`config.mk`:
```
export PLATFORM = sky130hd
export DESIGN_NAME = pc_unit
export DESIGN_NICKNAME = d
export VERILOG_FILES = /design/src/rtl/pc_unit.sv
export SDC_FILE = /design/constraint.sdc
export NUM_CORES = 1
export LEC_CHECK = 0
export ABC_AREA = 1
export CAP_MARGIN = 30
export CORE_MARGIN = 1.5
export CORE_UTILIZATION = 25
export CTS_CLUSTER_SIZE = 28
export DETAILED_ROUTE_END_ITERATION = 8
export DONT_BUFFER_PORTS = 1
export GPL_ROUTABILITY_DRIVEN = 0
export GPL_TIMING_DRIVEN = 0
export SETUP_SLACK_MARGIN = 0.2
export SYNTH_ARGS = -nofsm -noshare
export SYNTH_HDL_FRONTEND = slang
export SYNTH_SLANG_ARGS = --single-unit
```
`constraint.sdc`:
```
create_clock -name clk -period 2.4 [get_ports clk]
set_input_delay 0.24 -clock clk [delete_from_list [all_inputs] [get_ports clk]]
set_output_delay 0.24 -clock clk [all_outputs]
set_load 0.005 [all_outputs]
```
`src/rtl/pc_unit.sv`:
```
// Program-counter sequencer for the stack-processor fetch stage.
// Provides sequential, branch, jump, call and return modes, with a circular return-address stack.
module pc_unit #(
  parameter int WIDTH     = 16,
  parameter int INC       = 2,
  parameter int RESET_PC  = 0,
  parameter int RAS_DEPTH = 8
) (
  input  logic                             clk,
  input  logic                             reset,
  input  logic                             pc_write,
  input  logic [2:0]                       mode,
  input  logic                             branch_taken,
  input  logic [WIDTH-1:0]                 offset,
  input  logic [WIDTH-1:0]                 target,
  output logic [WIDTH-1:0]                 pc,
  output logic [WIDTH-1:0]                 pc_plus,
  output logic                             ras_empty,
  output logic                             ras_full,
  output logic [$clog2(RAS_DEPTH+1)-1:0]   ras_count,
  output logic                             ras_err
);

  localparam int PW = $clog2(RAS_DEPTH);
  localparam int CW = $clog2(RAS_DEPTH + 1);
  localparam logic [CW-1:0] DEPTH_C = CW'(RAS_DEPTH);

  localparam logic [2:0] MODE_BRANCH = 3'b001;
  localparam logic [2:0] MODE_JUMP   = 3'b010;
  localparam logic [2:0] MODE_CALL   = 3'b011;
  localparam logic [2:0] MODE_RET    = 3'b100;

  logic [WIDTH-1:0] ras_mem [RAS_DEPTH];
  logic [PW-1:0]    top;
  logic [PW-1:0]    top_up;
  logic [WIDTH-1:0] pc_next;
  logic             do_push;
  logic             do_pop;
  logic             underflow;
  logic             overflow;

  assign pc_plus   = pc + WIDTH'(INC);
  assign ras_empty = (ras_count == '0);
  assign ras_full  = (ras_count == DEPTH_C);
  assign top_up    = top + PW'(1);

  always_comb begin
    pc_next   = pc_plus;
    do_push   = 1'b0;
    do_pop    = 1'b0;
    underflow = 1'b0;
    case (mode)
      MODE_BRANCH: if (branch_taken) pc_next = pc + offset;
      MODE_JUMP:   pc_next = target;
      MODE_CALL: begin
        pc_next = target;
        do_push = 1'b1;
      end
      MODE_RET: begin
        if (ras_empty) begin
          underflow = 1'b1;
        end else begin
          pc_next = ras_mem[top];
          do_pop  = 1'b1;
        end
      end
      default: ;
    endcase
  end

  assign overflow = do_push && ras_full;

  always_ff @(posedge clk or negedge reset) begin
    if (!reset) begin
      pc        <= WIDTH'(RESET_PC);
      top       <= '0;
      ras_count <= '0;
      ras_err   <= 1'b0;
    end else if (pc_write) begin
      pc <= pc_next;
      if (do_push) begin
        // When full, the pointer advances onto the oldest slot, overwriting it.
        top <= top_up;
        if (!ras_full) ras_count <= ras_count + CW'(1);
      end else if (do_pop) begin
        top       <= top - PW'(1);
        ras_count <= ras_count - CW'(1);
      end
      if (overflow || underflow) ras_err <= 1'b1;
    end
  end

  // Stack storage carries no reset; stale entries are unreachable once count is zero.
  always_ff @(posedge clk) begin
    if (pc_write && do_push) ras_mem[top_up] <= pc_plus;
  end

endmodule

```
**Word-level counts from Yosys, hierarchy flattened**

Memory sizes are Yosys's and may differ from the RTL's.
Index checks and enable logic that the tools add are counted.

- Mux-type cells: 15
- Equal/unequal tests: 6
- Reduce and logical (&&, ||, !) cells: 9
- $add $sub $neg: 6

Operators with widths:

| operator | number |
|---|---|
| one-hot mux 16 bit (3 select lines) | 1 |
| 2-to-1 mux 16 bit | 2 |
| adder 16 bit | 1 |
| adder 16 x 2 -> 16 bit (second input constant) | 1 |
| 2-to-1 mux 4 bit | 3 |
| 2-to-1 mux 1 bit | 7 |
| == test 3 x 2 -> 1 bit (second input constant) | 2 |
| 2-to-1 mux 3 bit | 2 |
| adder 4 x 1 -> 4 bit (second input constant) | 1 |
| == test 4 bit (second input constant) | 1 |
| logical NOT 4 bit | 1 |
| AND reduction 2 bit | 2 |
| subtractor 4 x 1 -> 4 bit (second input constant) | 1 |
| adder 3 x 1 -> 3 bit (second input constant) | 1 |
| == test 3 x 1 -> 1 bit (second input constant) | 1 |
| == test 3 bit (second input constant) | 1 |
| AND reduction 3 bit | 1 |
| subtractor 3 x 1 -> 3 bit (second input constant) | 1 |
| logical AND 1 bit | 2 |
| inequality test 2 bit (second input constant) | 1 |
| nonzero test 2 bit | 1 |
| OR reduction 2 bit | 1 |
| logical OR 1 bit | 1 |

- Bits in writable memories: 128
- Output and inout port bits: 39
- Memories kept: 1
- Logic and storage cells: 41
- Input port bits: 39
- Bits in registers: 24

Memories:

| name | depth | width | rd ports | clocked after Yosys merged registers in | wr ports | RTL line | source |
|---|---|---|---|---|---|---|---|
| ras_mem | 8 | 16 | 1 | 0 | 1 | 33 | `logic [WIDTH-1:0] ras_mem [RAS_DEPTH];` |

**Logic depth before layout (Yosys ltp)**

- Word-level depth: 5
- Gate-level depth with buffers: 13
- Mapped depth without buffers: 13

**Least setup slack after synthesis**

No wires, ideal clock.

- Kind: reg-to-reg
- Start: register top[0]
- End: memory ras_mem[0][0], enable pin
- Buffers on the path: 3
- Setup time: 388 ps
- Clock period less this slack: 2462 ps
- Data arrival time: 2074 ps
- Data required time: 2012 ps
- Stages on the path, launching flop included: 9
- Path slack: -62 ps
- Path through: dfrtp_1 -> inv_2 -> buf_4 -> buf_6 -> buf_4 -> ha_1 -> inv_1 -> nand2_1 -> nor2_1

- Cells in the longest elaborated chain, start to end: 1

RTL lines:

| item | RTL line | source |
|---|---|---|
| start, declared | 34 | `logic [PW-1:0] top;` |
| start signal, assigned | 83 | `top <= top_up;` |
| start signal, assigned | 86 | `top <= top - PW'(1);` |
| adder 3 x 1 -> 3 bit | 45 | `assign top_up = top + PW'(1);` |
| end, declared | 33 |  |

No other way between the ends.

**Worst setup path after layout**

- Start: register pc[1]
- End: output pc_plus[13]

- Cells in the longest elaborated chain, start to end: 1

RTL lines:

| item | RTL line | source |
|---|---|---|
| start, declared | 16 | `output logic [WIDTH-1:0] pc,` |
| start signal, assigned | 75 | `pc <= WIDTH'(RESET_PC);` |
| start signal, assigned | 80 | `pc <= pc_next;` |
| adder 16 x 2 -> 16 bit | 42 | `assign pc_plus = pc + WIDTH'(INC);` |
| end, declared | 17 | `output logic [WIDTH-1:0] pc_plus,` |

No other way between the ends.

==> flow_metrics.env <==
export IMPL_port_buffer_count=0
export IMPL_nNetsFinal=990
export IMPL_fin_area_sq_um=9583
export IMPL_drv_slew=0
export IMPL_grt_usage_pct=14.20
export IMPL_period_share_pct=90.80
export IMPL_totalWireLength_mm=23.32
export IMPL_start_util_pct=25.28
export IMPL_fin_skew_ns=0.008989
export IMPL_antenna_left=0
export IMPL_dieArea_sq_um=32820
export IMPL_ys_seq_area_share_pct=56.00
export IMPL_syn_instance_count=878
export IMPL_dr_max_layer_used="met4"
export IMPL_antenna_found_initial=0
export IMPL_drc_errors=0
export IMPL_p_per_area_nw_per_um2=1064
export IMPL_tns_ns=0
export IMPL_crit_type="register to output pin"
export IMPL_grt_overflow_total=0
export IMPL_die_w_um=181.2
export IMPL_place_ws_ns=-0.2504
export IMPL_clockBufferDepth=2
export IMPL_grt_max_degree=25
export IMPL_antennaDiodeCount=0
export IMPL_max_slew_margin_rel_pct=51.70
export IMPL_critPathMaxFanout=6
export IMPL_cts_max_level=4
export IMPL_numCtsBuffers=17
export IMPL_yosys_warnings=0
export IMPL_synth_cell_types=36
export IMPL_endpoint_kind="output pin"
export IMPL_rsz0062_at_grt="yes"
export IMPL_leakagePower_nw=3.863
export IMPL_ys_ff_latch=152
export IMPL_syn_area_per_cell_sq_um=9.039
export IMPL_clk_pin_slew_ns=0.06
export IMPL_maxCapViolCount=0
export IMPL_hpwlAfterDp_mm=16.47
export IMPL_finalWorstSetupSlack_ns=0.2207
export IMPL_start_kind="register"
export IMPL_outcome="complete, no violations"
export IMPL_first_global_vias=5976
export IMPL_grt_pass1_wl_mm=34.91
export IMPL_netlist_area_sq_um=7936
export IMPL_wire_per_inst_um=17.35
export IMPL_tightestPinTransition_ns=0.7245
export IMPL_drtIter0Drc=489
export IMPL_rows=65
export IMPL_coreArea_sq_um=31390
export IMPL_placed_cell_area_sq_um=8600
export IMPL_cp_required_ns=2.16
export IMPL_cts_tree="done"
export IMPL_clock_root_buffer="clkbuf_16"
export IMPL_placed_cells=1289
export IMPL_insertion_delay_ns=0.43
export IMPL_routed_via_density=4.690
export IMPL_timing_final_crit_period_ns=2.179
export IMPL_synth_async_reset_ratio_pct=15.79
export IMPL_dr_wl_met2_mm=11.39
export IMPL_holdWs_ns=0.04902
export IMPL_num_vias=6303
export IMPL_synth_top_area_share_pct=48.43
export IMPL_irDropWorstVdd_v=0.0005651
export IMPL_yosysTopAreaCell="edfxtp_1"
export IMPL_critical_path_arrival_ns=1.94
export IMPL_final_cells=1344
export IMPL_hold_path_class="input pin to register"
export IMPL_synth_area_top_cells="edfxtp_1 48%, nand2_1 13%, dfrtp_1 7.6%, nand3_1 4.9%, nor2_1 4.2%"
export IMPL_wl_met3_mm=1.645
export IMPL_hold_violations=0
export IMPL_ys_flop_type="edfxtp_1"
export IMPL_fillers=3243
export IMPL_fmax_mhz=458.9
export IMPL_syn_nets=939
export IMPL_clkSinkCount=152
export IMPL_areaGrowthSynthToFinish_pct=20.75
export IMPL_synth_edf_count=128
export IMPL_setup_viol=0
export IMPL_first_pass_iters=5
export IMPL_io_pins=78
export IMPL_die_y_um=181.2
export IMPL_layout_drive_gt1_share_pct=15.07
export IMPL_wl_met1_mm=9.840
## stage by stage
stage | util, % | total power [W]
6_report | 30.53 | 0.01020
4_1_cts | 30.13 | 0.01004
3_3_place_gp | 26.92 | 0.007078
5_1_grt | 30.53 | 0.01079
2_1_floorplan | - | 0.006043
3_5_place_dp | 27.39 | 0.007179
## sequential cells by signal, summed over array words and instances, names as in the netlist
register   cells
ras_err        1
ras_count      4
top            3
ras_mem      128
pc            16
## power breakdown
part | switching (W) | internal (W) | leakage (nW)
sequential | 0.000305 | 0.00330 | 1.45
clock | 0.00112 | 0.00158 | 0.287
combinational | 0.00265 | 0.00124 | 2.13
## placed cells by master, fill, tap and decap left out, drive strengths merged, types with 20 or more instances in the layout
master  Yosys  final
a21oi      30     30
buf        21     47
clkbuf      8     31
dfrtp      24     24
edfxtp    128    128
ha         20     20
inv        91     92
nand2     271    271
nand3      79     79
nor2       94     94
o21ai      47     47
## kinds of logic after synthesis
family          after synthesis  share of synthesized area [%]
fa+ha+maj                    22                          3.658
simple gates                468                          25.08
xor+xnor                     18                          1.987
compound gates               97                          6.795
flops                       152                          56.00
buf+inv                     121                          6.479
## metal layers
metal  up-vias  track usage, %
li1       3029               -
met1      3024           17.42
met2       222           24.48
met3        28           3.044
met4         0           5.167
met5         -               0
## cell type report
class,instances,area [sq um],share of cell area [%]
multi-input combinational,605,3115,32.51
sequential,152,4458,46.52
tap,402,503.0,5.249
clock buffer,20,446.7,4.661
clock inverter,12,145.1,1.515
timing repair buffer,30,365.4,3.813
timing repair inverter,2,10.01,0.1045
buffer,29,186.4,1.945
inverter,92,352.8,3.682
## worst max-delay path: stages, from the launching register on
cell        delay [ns]
dfrtp_2           0.48
ha_4              0.19
nand2_4           0.06
nor2_4            0.12
nand4_1           0.14
or2_4             0.29
nand2_4           0.07
clkinvlp_4        0.17
## synthesized netlist by cell type, drive strengths merged (3+ instances only)
library cell / count
a21oi: 30
a22oi: 4
a31oi: 3
buf: 21
clkbuf: 8
dfrtp: 24
edfxtp: 128
ha: 20
inv: 91
nand2: 271
nand3: 79
nand3b: 6
nand4: 4
nor2: 94
nor3: 10
o211ai: 12
o21ai: 47
or2: 4
xnor2: 3
xor2: 15
## worst paths after layout
kind                            from             to  slack [ns]  cells after the start
max                            pc[1]    pc_plus[13]        0.22                      7
min                        target[5]          pc[5]        0.05                      4
max reg2reg                   top[1]  ras_mem[4][4]        0.24                      7
min reg2reg                  ras_err        ras_err        0.52                      1
max in group asynchronous      reset          pc[7]        1.98                      2
min in group asynchronous      reset   ras_count[1]        0.24                      2
## timing repair
item	4_1_cts	5_1_grt
setup endpoints to repair	131	103
cloned	2	1
resized for setup	32	19
buffers inserted	12	6
pin swaps	11	13
hold buffers	2	0
endpoints found under the hold margin	24	0
(Power assumes the default switching activity.)
